### src/rtl/mem_arbiter_pkg.sv
// Shared pipeline definitions for the instruction/data memory arbiter.
// Holds the arbiter state encoding and the default fetch-starvation limit.
package mem_arbiter_pkg;

    typedef enum logic [1:0] {
        IDLE   = 2'd0,
        I_BUSY = 2'd1,
        D_BUSY = 2'd2
    } arb_state_t;

    localparam int STARVE_MAX_DEF = 4;

endpackage

### src/rtl/mem_arbiter.sv
// Arbitrates the IF-stage fetch port and the MEM-stage data port onto one
// single-port memory, with data priority bounded by a fetch-starvation counter.
//
// Handshake: a requester raises *_req with its command fields stable and holds
// them until the matching one-cycle *_ack; the memory side sees mem_req held
// with stable mem_* fields until it answers with a one-cycle mem_ready.
module mem_arbiter
    import mem_arbiter_pkg::*;
#(
    parameter int STARVE_MAX = STARVE_MAX_DEF,
    parameter int CNT_W      = $clog2(STARVE_MAX + 1)
) (
    input  logic             clk,
    input  logic             reset,
    input  logic             if_req,
    input  logic [31:0]      if_addr,
    output logic             if_ack,
    output logic [31:0]      if_rdata,
    input  logic             d_req,
    input  logic             d_we,
    input  logic [31:0]      d_addr,
    input  logic [31:0]      d_wdata,
    input  logic [3:0]       d_be,
    output logic             d_ack,
    output logic [31:0]      d_rdata,
    output logic             mem_req,
    output logic             mem_we,
    output logic [31:0]      mem_addr,
    output logic [31:0]      mem_wdata,
    output logic [3:0]       mem_be,
    input  logic             mem_ready,
    input  logic [31:0]      mem_rdata,
    output logic             stall_if,
    output logic             stall_mem,
    output arb_state_t       state_dbg,
    output logic [CNT_W-1:0] starve_cnt_dbg
);

    localparam logic [CNT_W-1:0] STARVE_LIM = CNT_W'(STARVE_MAX);

    arb_state_t       state, next_state;
    logic [CNT_W-1:0] starve_cnt;
    logic             grant_i, grant_d, done;

    assign stall_if       = if_req & ~if_ack;
    assign stall_mem      = d_req & ~d_ack;
    assign state_dbg      = state;
    assign starve_cnt_dbg = starve_cnt;

    // No grant in an ack cycle: the requester still holds the request it was
    // just acked for, so that cycle must not be mistaken for a new request.
    always_comb begin
        next_state = state;
        grant_i    = 1'b0;
        grant_d    = 1'b0;
        done       = 1'b0;
        case (state)
            IDLE: begin
                if (!if_ack && !d_ack) begin
                    if (d_req && !(if_req && starve_cnt == STARVE_LIM)) begin
                        next_state = D_BUSY;
                        grant_d    = 1'b1;
                    end else if (if_req) begin
                        next_state = I_BUSY;
                        grant_i    = 1'b1;
                    end
                end
            end
            I_BUSY, D_BUSY: begin
                if (mem_ready) begin
                    next_state = IDLE;
                    done       = 1'b1;
                end
            end
            default: next_state = IDLE;
        endcase
    end

    always_ff @(posedge clk or negedge reset) begin
        if (!reset) begin
            state <= IDLE;
        end else begin
            state <= next_state;
        end
    end

    always_ff @(posedge clk or negedge reset) begin
        if (!reset) begin
            mem_req    <= 1'b0;
            mem_we     <= 1'b0;
            mem_addr   <= '0;
            mem_wdata  <= '0;
            mem_be     <= '0;
            if_ack     <= 1'b0;
            d_ack      <= 1'b0;
            if_rdata   <= '0;
            d_rdata    <= '0;
            starve_cnt <= '0;
        end else begin
            if_ack <= done && (state == I_BUSY);
            d_ack  <= done && (state == D_BUSY);
            if (grant_d) begin
                mem_req   <= 1'b1;
                mem_we    <= d_we;
                mem_addr  <= d_addr;
                mem_wdata <= d_wdata;
                mem_be    <= d_be;
                if (if_req && starve_cnt != STARVE_LIM) begin
                    starve_cnt <= starve_cnt + 1'b1;
                end
            end else if (grant_i) begin
                mem_req    <= 1'b1;
                mem_we     <= 1'b0;
                mem_addr   <= if_addr;
                mem_wdata  <= '0;
                mem_be     <= 4'hF;
                starve_cnt <= '0;
            end
            if (done) begin
                mem_req <= 1'b0;
                if (state == I_BUSY) begin
                    if_rdata <= mem_rdata;
                end else if (!mem_we) begin
                    d_rdata <= mem_rdata;
                end
            end
        end
    end

endmodule

### config.mk
export PLATFORM = sky130hd
export DESIGN_NAME = mem_arbiter
export DESIGN_NICKNAME = d
export VERILOG_FILES = /design/src/rtl/mem_arbiter_pkg.sv /design/src/rtl/mem_arbiter.sv
export SDC_FILE = /design/constraint.sdc
export NUM_CORES = 1
export LEC_CHECK = 0
export BUFFER_PORTS_ARGS = -buffer_cell sky130_fd_sc_hd__buf_2
export CORE_ASPECT_RATIO = 1.25
export CORE_MARGIN = 5
export CORE_UTILIZATION = 40
export DETAILED_ROUTE_END_ITERATION = 10
export PLACE_DENSITY = 0.82
export SETUP_SLACK_MARGIN = 0.5
export SYNTH_ARGS = -nofsm -noshare
export SYNTH_HDL_FRONTEND = slang
export SYNTH_SLANG_ARGS = --single-unit
### constraint.sdc
create_clock -name clk -period 1.9 [get_ports clk]
set_input_delay 0.285 -clock clk [delete_from_list [all_inputs] [get_ports clk]]
set_output_delay 0.285 -clock clk [all_outputs]
set_load 0.01 [all_outputs]
Word level (Yosys, flattened, before mapping) --
Cells that the tools add are included.
Cells by class: add/sub/neg operators 1, eq/ne operators 8, multiplexer cells 28, bitwise logic cells 6, reduce and logical (&&, ||, !) cells 17
Operator list (number):
- 2-to-1 mux 32 bit | 4
- 2-to-1 mux 1 bit | 14
- 2-to-1 mux 3 bit | 3
- 2-to-1 mux 2 bit | 4
- 2-to-1 mux 4 bit | 2
- logical AND 1 bit | 6
- != test 3 bit, second input constant | 2
- AND reduction 3 bit | 2
- != test 2 bit, second input constant | 2
- NOT 1 bit | 4
- case mux 2 bit (2 select lines) | 1
- AND reduction 2 bit | 2
- adder 3 x 1 -> 3 bit, second input constant | 1
- equality test 3 bit, second input constant | 1
- logical NOT 1 bit | 3
- nonzero test 3 bit | 1
- AND 1 bit | 2
- equality test 2 x 1 -> 1 bit, second input constant | 1
- equality test 2 bit, second input constant | 1
- logical NOT 2 bit | 1
- != test 2 x 1 -> 1 bit, second input constant | 1
- nonzero test 2 bit | 1
- OR reduction 2 bit | 1
Storage, ports and cells: register bits after elaboration 141, input bits 138, output and inout bits 143, word-level logic and storage cells 71

Depth between registers and ports, before layout --
Gate-level depths: netlist (run 1).
depth after elaboration 10, gate-level depth with buffers 8, depth with buffers taken out 6

Least setup slack after synthesis (run 1) --
OpenSTA, ideal clock, no wires.
path type register to register, start point register state[0], in the netlist state_dbg[0], end point register d_rdata[10], library setup time 0.125 ns, arrival time 1.653 ns, required time 1.775 ns, slack 0.122 ns, cell stages (with the launch flop) 7, path buffers 1, period minus slack after synthesis 1.778 ns, cell sequence dfrtp_1 -> inv_1 -> ha_1 -> nand2_1 -> nor3_2 -> buf_2 -> mux2_2
On the way: cells in the longest elaborated chain, start to end 4, elaborated cells on any way between the ends 6, those cells by class eq/ne: 2; mux: 1; bitwise: 1; reduce/logical: 2
Ends and longest elaborated chain:
- start: declaration | line mem_arbiter.sv:41 | arb_state_t state, next_state;
- start signal: assignment | line mem_arbiter.sv:83 | state <= next_state;
- equality test 2 x 1 -> 1 bit / equality test 2 bit (equally long branches) | line mem_arbiter.sv:57, mem_arbiter.sv:121
- OR reduction 2 bit | line mem_arbiter.sv:57 | case (state)
- 2-to-1 mux 1 bit | line mem_arbiter.sv:57
- AND reduction 3 bit (no source line) (*)
- end signal: assignment | line mem_arbiter.sv:124 | d_rdata <= mem_rdata;
- end: declaration | line mem_arbiter.sv:25 | output logic [31:0] d_rdata,
Every way passes the cells marked *; elsewhere a longest branch is shown, timed or not. A chain may end at the register's enable or synchronous reset.

Worst setup path in the final report (run 1) --
start point register state[1], in the netlist state_dbg[1], end point register mem_addr[27]
On the way: cells in the longest elaborated chain, start to end 3, elaborated cells on any way between the ends 5, those cells by class mux: 3; reduce/logical: 2
Ends and longest elaborated chain:
- logical NOT 2 bit (*) | line mem_arbiter.sv:57
- 2-to-1 mux 1 bit | line mem_arbiter.sv:57
- 2-to-1 mux 32 bit / nonzero test 2 bit (equally long branches)
- end signal: assignment | line mem_arbiter.sv:105 | mem_addr <= d_addr;
- end signal: assignment | line mem_arbiter.sv:114 | mem_addr <= if_addr;
- end: declaration | line mem_arbiter.sv:28 | output logic [31:0] mem_addr,
Marks and branches as above.

==> out/results.ini, run 1 <==
[timing]
period_minus_slack_ns=1.803
setup_viol=0
min_period_over_period=0.9489
tightest_slew_ns=0.3326
hold_violations=0
final_max_slew_viol_count=0
fin_ws_ns=0.09717
fmax_mhz=554.7
slew_headroom=0.7783
clock_skew_ns=0.01029
rsz0062_at_grt=yes

[synth]
synthTopCellsByArea=dfrtp_1, mux2_2, a22o_1
netlist_area_sq_um=5514
synth_compound_area_frac=0.1629
synth-xor-area-share=0
syn_inst=370
synth_cell_types=30
synthSimpleGateAreaFrac=0.02473
synth.avg_cell_area_sq_um=14.90
ys_warn_count=0
synthMuxAreaShare=0.1327
ys_seq_elements=141
synth_fa_ha_area_frac=0.01135
synth_top_cell_area_share=0.6399
synth-seq-area-share=0.6399
syn_nets=513
synth_top_family_by_area=compound AO/OA/AOI/OAI gates
synth_top_area_cell=dfrtp_1

[detailed_routing]
vias=4608
drt-total-wl_um=18230
dr.pass1.iters=4
vias_per_cell=5.160
drt_first_iter_violations=244
wl_per_cell_um=20.41
route.detailed.drc=0
drtAntennaViolNets=0

[critical_path]
cp_max_fo=8
arrival_ns=2.16
worstPathRequired_ns=2.26
crit_chain=inv_2 -> ha_4 -> or3b_4 -> nor2_4 -> buf_12 -> clkbuf_16 -> o22a_1 -> o21a_1
crit_type=reg2reg
cp-end-kind=flip-flop
slowest_delay_ns=0.40
startpoint_type=flip-flop
slowest_stage=or3b_4
rr_worst_depth=8

[global_routing]
grt_use_met3=0.06101
grt_overflow=0
grt_util_met2=0.3851
grt_pass1_wl_um=27150
grt.busiest_layer=met2
gr-usage-met1=0.2486
grt.total_usage=0.2183
grt_pass1_vias=5077
grt_start_max_net_pins=56
antenna_found_initial=0

[floorplan]
core-area_sq_um=13690
start_util=0.4027
die_h_um=141.3
io_pins=281
die_w_um=115.0
row_count=48
dieArea_sq_um=16250

[pwr]
p_leak_nw=4.594
power.total_w=0.01709
internal_power_w=0.01147
switching_share=0.3290
power_density_nw_per_um2=1898
vdd_ir_drop_max_mv=0.8925
p_switching_w=0.005623
seqPwrFrac=0.312
clkPwrFrac=0.204
pwr-share-comb=0.484

[cells_and_area]
finalCoreUtilization=0.6576
final_area_sq_um=9005
layout-drive-gt1-share=0.6309
syn_to_final_growth_pct=63.31
fin_cells=893
fin_nets=848
antenna_cells=0

[place]
dpl.cell_count=811
placed_area_sq_um=7289
dpl.hpwl_um=11390
io_buffers=280
pre_cts_ws_ns=-0.005661
gp_congestion=0.8361

[clock_tree]
max-clock-path-buffers=2
cts_root_buf=clkbuf_16
cts_made_buffers=17
cts.clk_slew.worst_paths_ns=0.06
cts.sinks=141
cts_tree=yes
insertion_delay_ns=0.42
htreeDepth=4

[run_status]
run_status=completed

[hold_path]
hold_depth=2
hp-class=in2reg

[run]
cap_viol_max_count=0

## power groups by stage
stage	logic (W)	registers (W)	clock network, W
final	0.00827	0.00534	0.00349
after global routing	0.00879	0.00549	0.00370
after CTS	0.00769	0.00529	0.00355
after detailed placement	0.00615	0.00531	0
after global placement	0.00595	0.00523	0
after floorplan	0.00311	0.00589	0
## kinds of logic after synthesis
kind of cell,after synthesis
flops,141
compound gates,108
mux,65
buf+inv,29
simple gates,22
fa+ha+maj,5
## path summary, 6_finish.rpt
check                              from            to  slack [ns]
min in group asynchronous         reset  if_rdata[16]        0.33
max                        state_dbg[1]  mem_addr[27]         0.1
min                             d_be[1]     mem_be[1]        0.07
max in group asynchronous         reset        if_ack        0.95
min reg2reg                mem_wdata[9]  mem_wdata[9]        0.50
max reg2reg                state_dbg[1]  mem_addr[27]         0.1
## per-stage QoR
step,hold slack (ns),setup TNS (ns)
finish,0.07425,0
global route,0.06045,0
CTS,0.05585,0
detailed placement,0.1951,-0.01909
global placement,0.1912,0
floorplan,-0.01059,0
## placed cells by master, fill, tap and decap left out, types with 3 or more instances in the layout
| cell type | Yosys | routed |
|---|---|---|
| clkinv_2 | 0 | 4 |
| buf_2 | 8 | 278 |
| dfrtp_1 | 141 | 139 |
| buf_16 | 0 | 12 |
| nand2_4 | 1 | 5 |
| clkbuf_16 | 0 | 21 |
| a22o_1 | 35 | 35 |
| bufinv_16 | 0 | 4 |
| buf_6 | 5 | 17 |
| ha_1 | 5 | 3 |
| o22a_1 | 35 | 35 |
| buf_12 | 0 | 13 |
| inv_1 | 6 | 4 |
| mux2_4 | 0 | 65 |
| buf_4 | 0 | 11 |
| o21a_1 | 32 | 32 |
## cell usage after synthesis, drive strengths merged
| library cell | instances |
|---|---|
| buf | 16 |
| or3b | 1 |
| dfrtp | 141 |
| nand3 | 2 |
| inv | 6 |
| a32o | 1 |
| o31ai | 2 |
| nor3 | 2 |
| a221o | 1 |
| nand2 | 7 |
| nor2 | 5 |
| ha | 5 |
| o21a | 32 |
| o22a | 35 |
| nor3b | 1 |
| and3 | 2 |
| nand2b | 1 |
| mux2 | 65 |
| o21ai | 2 |
| a22o | 35 |
| nor2b | 1 |
| clkbuf | 7 |
## cell type report
class | count | area (sq um)
Clock buffer | 21 | 460.4
Clock inverter | 11 | 165.2
Fill cell | 995 | 4688
Inverter | 6 | 22.52
Multi-Input combinational cell | 202 | 2208
Sequential cell | 141 | 3531
Tap cell | 175 | 219.0
Timing Repair Buffer | 337 | 2399
## registers in the layout (all words and copies together) (netlist names)
signal,count
if_rdata,32
d_ack,1
state_dbg,2
starve_cnt_dbg,3
mem_we,1
d_rdata,32
mem_req,1
mem_addr,32
if_ack,1
mem_be,4
mem_wdata,32
## worst max-delay path: cells and delay by family, from the launching register on
family	cells	cell delay (ns)
compound gates	2	0.25
fa+ha+maj	1	0.14
buf+inv	3	0.44
flops	1	0.38
simple gates	2	0.53
## per-layer routing
metal	vias up	routed length (um)
met3	31	1229
met1	2331	6704
li1	2050	-
met2	196	9884
met5	-	0
met4	0	410
## repair_timing
action                     4_1_cts  5_1_grt
buffers inserted                25        5
cloned                          15        4
hold buffers                     1        0
pin swaps                        8        8
setup endpoints to repair      142      144
resized for setup               51       39
hold endpoints to repair        31        0
Note: power is estimated with default switching activity, not from simulation.
==> run 2, diff against run 1 <==
--- a/config.mk
+++ b/config.mk
@@ -11,7 +11,6 @@
 export CORE_UTILIZATION = 40
 export DETAILED_ROUTE_END_ITERATION = 10
 export PLACE_DENSITY = 0.82
-export SETUP_SLACK_MARGIN = 0.5
 export SYNTH_ARGS = -nofsm -noshare
 export SYNTH_HDL_FRONTEND = slang
 export SYNTH_SLANG_ARGS = --single-unit
==> out/results.ini, run 2 (same netlist as run 1, synthesis figures left out) <==
[run_status]
run_status=completed

[cells_and_area]
final_cell_mix=buf_2, dfrtp_1, mux2_2
finalCoreUtilization=0.5726
regArea_sq_um=3528
layout_commonest_cell=buf_2
antenna_cells=0
syn_to_final_growth_pct=42.21
layout-drive-gt1-share=0.5890
fin_nets=805
fill_cells=1144
final_area_sq_um=7841
multi_input_area_sq_um=1851
fin_cells=849

[clock_tree]
cts_made_buffers=17
cts.sinks=141
cts_tree=yes
cts_root_buf=clkbuf_16
max-clock-path-buffers=2
htreeDepth=4
insertion_delay_ns=0.40
cts.clk_slew.worst_paths_ns=0.06

[critical_path]
worstPathRequired_ns=2.18
startpoint_type=flip-flop
cp_max_fo=31
crit_type=reg2reg
cp-end-kind=flip-flop
arrival_ns=2.15

[timing]
setup_viol=0
tns_ns=0
rsz0062_at_grt=yes
fmax_mhz=534.9
clock_skew_ns=0.007221
slew_headroom=0.7358
hold_violations=0
tightest_slew_ns=0.3963
final_max_slew_viol_count=0
min_period_over_period=0.9839
period_minus_slack_ns=1.869

[floorplan]
io_pins=281
row_count=48
start_util=0.4027
dieArea_sq_um=16250
core-area_sq_um=13690
die_h_um=141.3
die_w_um=115.0

[detailed_routing]
drtAntennaViolNets=0
vias_per_cell=5.106
route.detailed.drc=0
wl_per_cell_um=18.16
dr.pass1.iters=4
drt_first_iter_violations=173
drt-total-wl_um=15420
vias=4335

[global_routing]
antenna_found_initial=1
grt.total_usage=0.1883
grt_overflow=0
grt_start_max_net_pins=54
grt_pass1_wl_um=24270
grt_pass1_vias=4755

[hold_path]
hp-class=in2reg

[place]
io_buffers=280
dpl.cell_count=810
placed_area_sq_um=7152
gp_congestion=0.8383
dpl.hpwl_um=11400

[pwr]
p_leak_nw=3.900
power.total_w=0.01444
vdd_ir_drop_max_mv=0.9758
power_density_nw_per_um2=1841

[run]
cap_viol_max_count=0

[run 2: layout make-up]
class | count | share of cell area
inverter | 6 | 0.002872
multi-input combinational | 200 | 0.2360
clock inverter | 12 | 0.01755
timing repair buffer | 296 | 0.2079
tap | 175 | 0.02792
clock buffer | 19 | 0.05776
sequential | 141 | 0.4500
[run 2: worst paths after layout]
kind | from | to | slack, ns | cells after the start
hold / removal | if_addr[31] | mem_addr[31] | 0.1 | 2
max in group asynchronous | reset | if_rdata[19] | 0.91 | 3
setup reg to reg | state_dbg[1] | mem_addr[6] | 0.03 | 7
hold reg to reg | d_rdata[6] | d_rdata[6] | 0.49 | 1
min in group asynchronous | reset | mem_wdata[24] | 0.38 | 2
setup / recovery | state_dbg[1] | mem_addr[6] | 0.03 | 7
[run 2: layer usage]
layer / track usage / part of all wire
met4: 0.06551 / 0.023
met1: 0.2130 / 0.36
met5: 0 / 0.00078
met2: 0.3256 / 0.52
met3: 0.06869 / 0.095
[run 2: per-stage QoR]
stage | setup slack (ns) | hold slack, ns
CTS | 0.008996 | 0.07769
floorplan | 0.1222 | -0.01059
global placement | 0.09279 | 0.2222
global route | -0.05057 | 0.08390
detailed placement | -0.02579 | 0.2320
finish | 0.03058 | 0.09587
[run 2: timing repair]
item	CTS	global route
pin swaps	2	4
hold endpoints to repair	39	0
buffers inserted	3	3
gates cloned	1	0
hold buffers	1	0
gates resized for setup	4	0
endpoints found under the setup margin	31	66
[run 2: worst max-delay path: stages (launching register included)]
cell     delay, ns
dfrtp_1       0.42
inv_2         0.08
ha_2          0.18
or3b_4        0.40
nor2_4        0.13
buf_4         0.14
nand2_8       0.14
o21a_1        0.25
[run 2: power breakdown]
part | switching [W] | internal [W]
registers | 0.000778 | 0.00445
logic | 0.00288 | 0.00308
clock network | 0.00124 | 0.00201
total | 0.00490 | 0.00954
==> run 3, diff against run 2 <==
--- a/config.mk
+++ b/config.mk
@@ -5,12 +5,12 @@
 export SDC_FILE = /design/constraint.sdc
 export NUM_CORES = 1
 export LEC_CHECK = 0
+export ABC_AREA = 1
 export BUFFER_PORTS_ARGS = -buffer_cell sky130_fd_sc_hd__buf_2
-export CORE_ASPECT_RATIO = 1.25
 export CORE_MARGIN = 5
 export CORE_UTILIZATION = 40
 export DETAILED_ROUTE_END_ITERATION = 10
-export PLACE_DENSITY = 0.82
+export PLACE_DENSITY = 0.8
 export SYNTH_ARGS = -nofsm -noshare
 export SYNTH_HDL_FRONTEND = slang
 export SYNTH_SLANG_ARGS = --single-unit
==> out/results.ini, run 3 <==
[run_status]
run_status=completed

[floorplan]
die_h_um=133.9
io_pins=281
dieArea_sq_um=17920
row_count=45
start_util=0.4051
die_w_um=133.9
core-area_sq_um=15150

[timing]
rsz0062_at_grt=no
hold_violations=0
min_period_over_period=0.9302
setup_viol=0
final_max_slew_viol_count=0
tightest_slew_ns=0.5062
clock_skew_ns=0.008999
slew_headroom=0.6609
tns_ns=0
period_minus_slack_ns=1.767
fmax_mhz=565.8

[pwr]
p_leak_nw=5.048
vdd_ir_drop_max_mv=0.8023
power_density_nw_per_um2=1718

[synth]
ys_seq_elements=141
async_flop_share=1.000
synth_common_cells=nand2_1, dfrtp_1, inv_1
synthTopCellsByArea=dfrtp_1, nand2_1, inv_1
synth_ff_type=dfrtp_1
netlist_area_sq_um=6136
syn_inst=726
ys_warn_count=0
syn_nets=869
synth_top_cell_area_share=0.5750
synth_cell_types=21
synth_top_area_cell=dfrtp_1
synth.most_common_cell=nand2_1
synth_edf_count=0
synth.avg_cell_area_sq_um=8.452
synth-seq-area-share=0.5750

[place]
dpl.hpwl_um=12620
placed_area_sq_um=7789
io_buffers=280
gp_congestion=0.8081

[global_routing]
grt_pass1_wl_um=27340
antenna_found_initial=2
grt_start_max_net_pins=63
grt.total_usage=0.1924
grt_overflow=0
grt_pass1_vias=5462

[critical_path]
cp_max_fo=22
worstPathRequired_ns=2.19
cp-end-kind=flip-flop
crit_type=reg2reg
startpoint_type=flip-flop
arrival_ns=2.06

[cells_and_area]
fin_nets=1151
layout-drive-gt1-share=0.3595
final_cell_mix=nand2_1, buf_2, dfrtp_1
final_area_sq_um=8491
antenna_cells=0
layout_commonest_cell=nand2_1
syn_to_final_growth_pct=38.38

[detailed_routing]
drt_first_iter_violations=243
route.detailed.drc=0
vias_per_cell=4.578
drt-total-wl_um=17280
vias=5535
drtAntennaViolNets=0
dr.pass1.iters=4
wl_per_cell_um=14.29

[hold_path]
hp-class=in2reg

[run]
cap_viol_max_count=0

[clock_tree]
cts_made_buffers=17
max-clock-path-buffers=2
insertion_delay_ns=0.41
cts_root_buf=clkbuf_16
cts_tree=yes
cts.sinks=141
htreeDepth=4
cts.clk_slew.worst_paths_ns=0.07

## run 3: cell count changes in the layout (fill, tap and decap cells not counted), sizes merged, moves of 4 or more
cell    delta
a21oi      +6
a22o      -35
clkinv     -4
inv      +108
mux2      -65
nand2    +303
nor2       +7
o21a      -32
o21ai     +96
o22a      -35
## run 3: stage by stage
stage          utilization  instances  setup slack (ns)  total power [W]  hold slack (ns)
6_report            0.5606       1209            0.1326          0.01459          0.06294
5_1_grt             0.5606       1209           0.04451          0.01568          0.05308
4_1_cts             0.5575       1206           0.08037          0.01468          0.04120
3_5_place_dp        0.5143       1173           0.09342          0.01099           0.2548
3_3_place_gp        0.5143       1173            0.1477          0.01078           0.2563
2_1_floorplan            -        726            0.2548         0.008484         -0.01059
## run 3: area by class of cell
class / count / area [sq um]
inverters: 111 / 416.7
fillers: 1333 / 6655
clock inverters: 14 / 206.4
clock buffers: 18 / 439.2
repair buffers: 298 / 1663
multi-input cells: 439 / 2002
well taps: 188 / 235.2
flip-flops and latches: 141 / 3528
## run 3: path summary, 6_finish.rpt
path | from | end | slack (ns) | depth (start not counted)
max | state_dbg[0] | d_rdata[22] | 0.13 | 7
min | d_wdata[30] | mem_wdata[30] | 0.06 | 3
max reg2reg | state_dbg[0] | d_rdata[22] | 0.13 | 7
min reg2reg | mem_addr[26] | mem_addr[26] | 0.47 | 2
max in group asynchronous | reset | d_rdata[9] | 0.97 | 3
min in group asynchronous | reset | if_rdata[21] | 0.38 | 2
## run 3: cell families (layout without fill, tap and decap cells)
| family | after synthesis | in the layout | share of synthesized area |
|---|---|---|---|
| DFF | 141 | 141 | 0.5750 |
| adders and majority gates | 5 | 5 | 0.01020 |
| xor gates and xnor gates | 1 | 1 | 0.001428 |
| buffers and inverters | 146 | 441 | 0.1030 |
| AOI/OAI and AO/OA | 106 | 106 | 0.1077 |
| and+or+nand+nor | 327 | 327 | 0.2027 |
## run 3: report_power, final
| group | switching, W | internal [W] | leakage [nW] |
|---|---|---|---|
| registers | 0.000777 | 0.00439 | 1.74 |
| logic | 0.00351 | 0.00231 | 3.00 |
| clock network | 0.00135 | 0.00226 | 0.306 |
## run 3: critical path, stage by stage, from the launching register on
cell and delay (ns):
dfrtp_1 0.39, inv_1 0.08, ha_2 0.32, nand2_1 0.07, or3_4 0.39, buf_4 0.24, nand2_1 0.10, o21ai_2 0.05
## run 3: per-layer routing
| metal | part of all wire | GRT usage | up-vias |
|---|---|---|---|
| met5 | 0.0011 | 0 | - |
| met1 | 0.40 | 0.2330 | 2504 |
| met3 | 0.090 | 0.05701 | 23 |
| met2 | 0.49 | 0.3285 | 255 |
| li1 | - | - | 2749 |
| met4 | 0.019 | 0.06629 | 4 |
## run 3: repair_timing
item                                   in CTS  in global routing
setup endpoints to repair                   0                 32
buffers inserted                            0                  2
resized for setup                           0                  2
endpoints found under the hold margin      42                  0
hold buffers                                1                  0
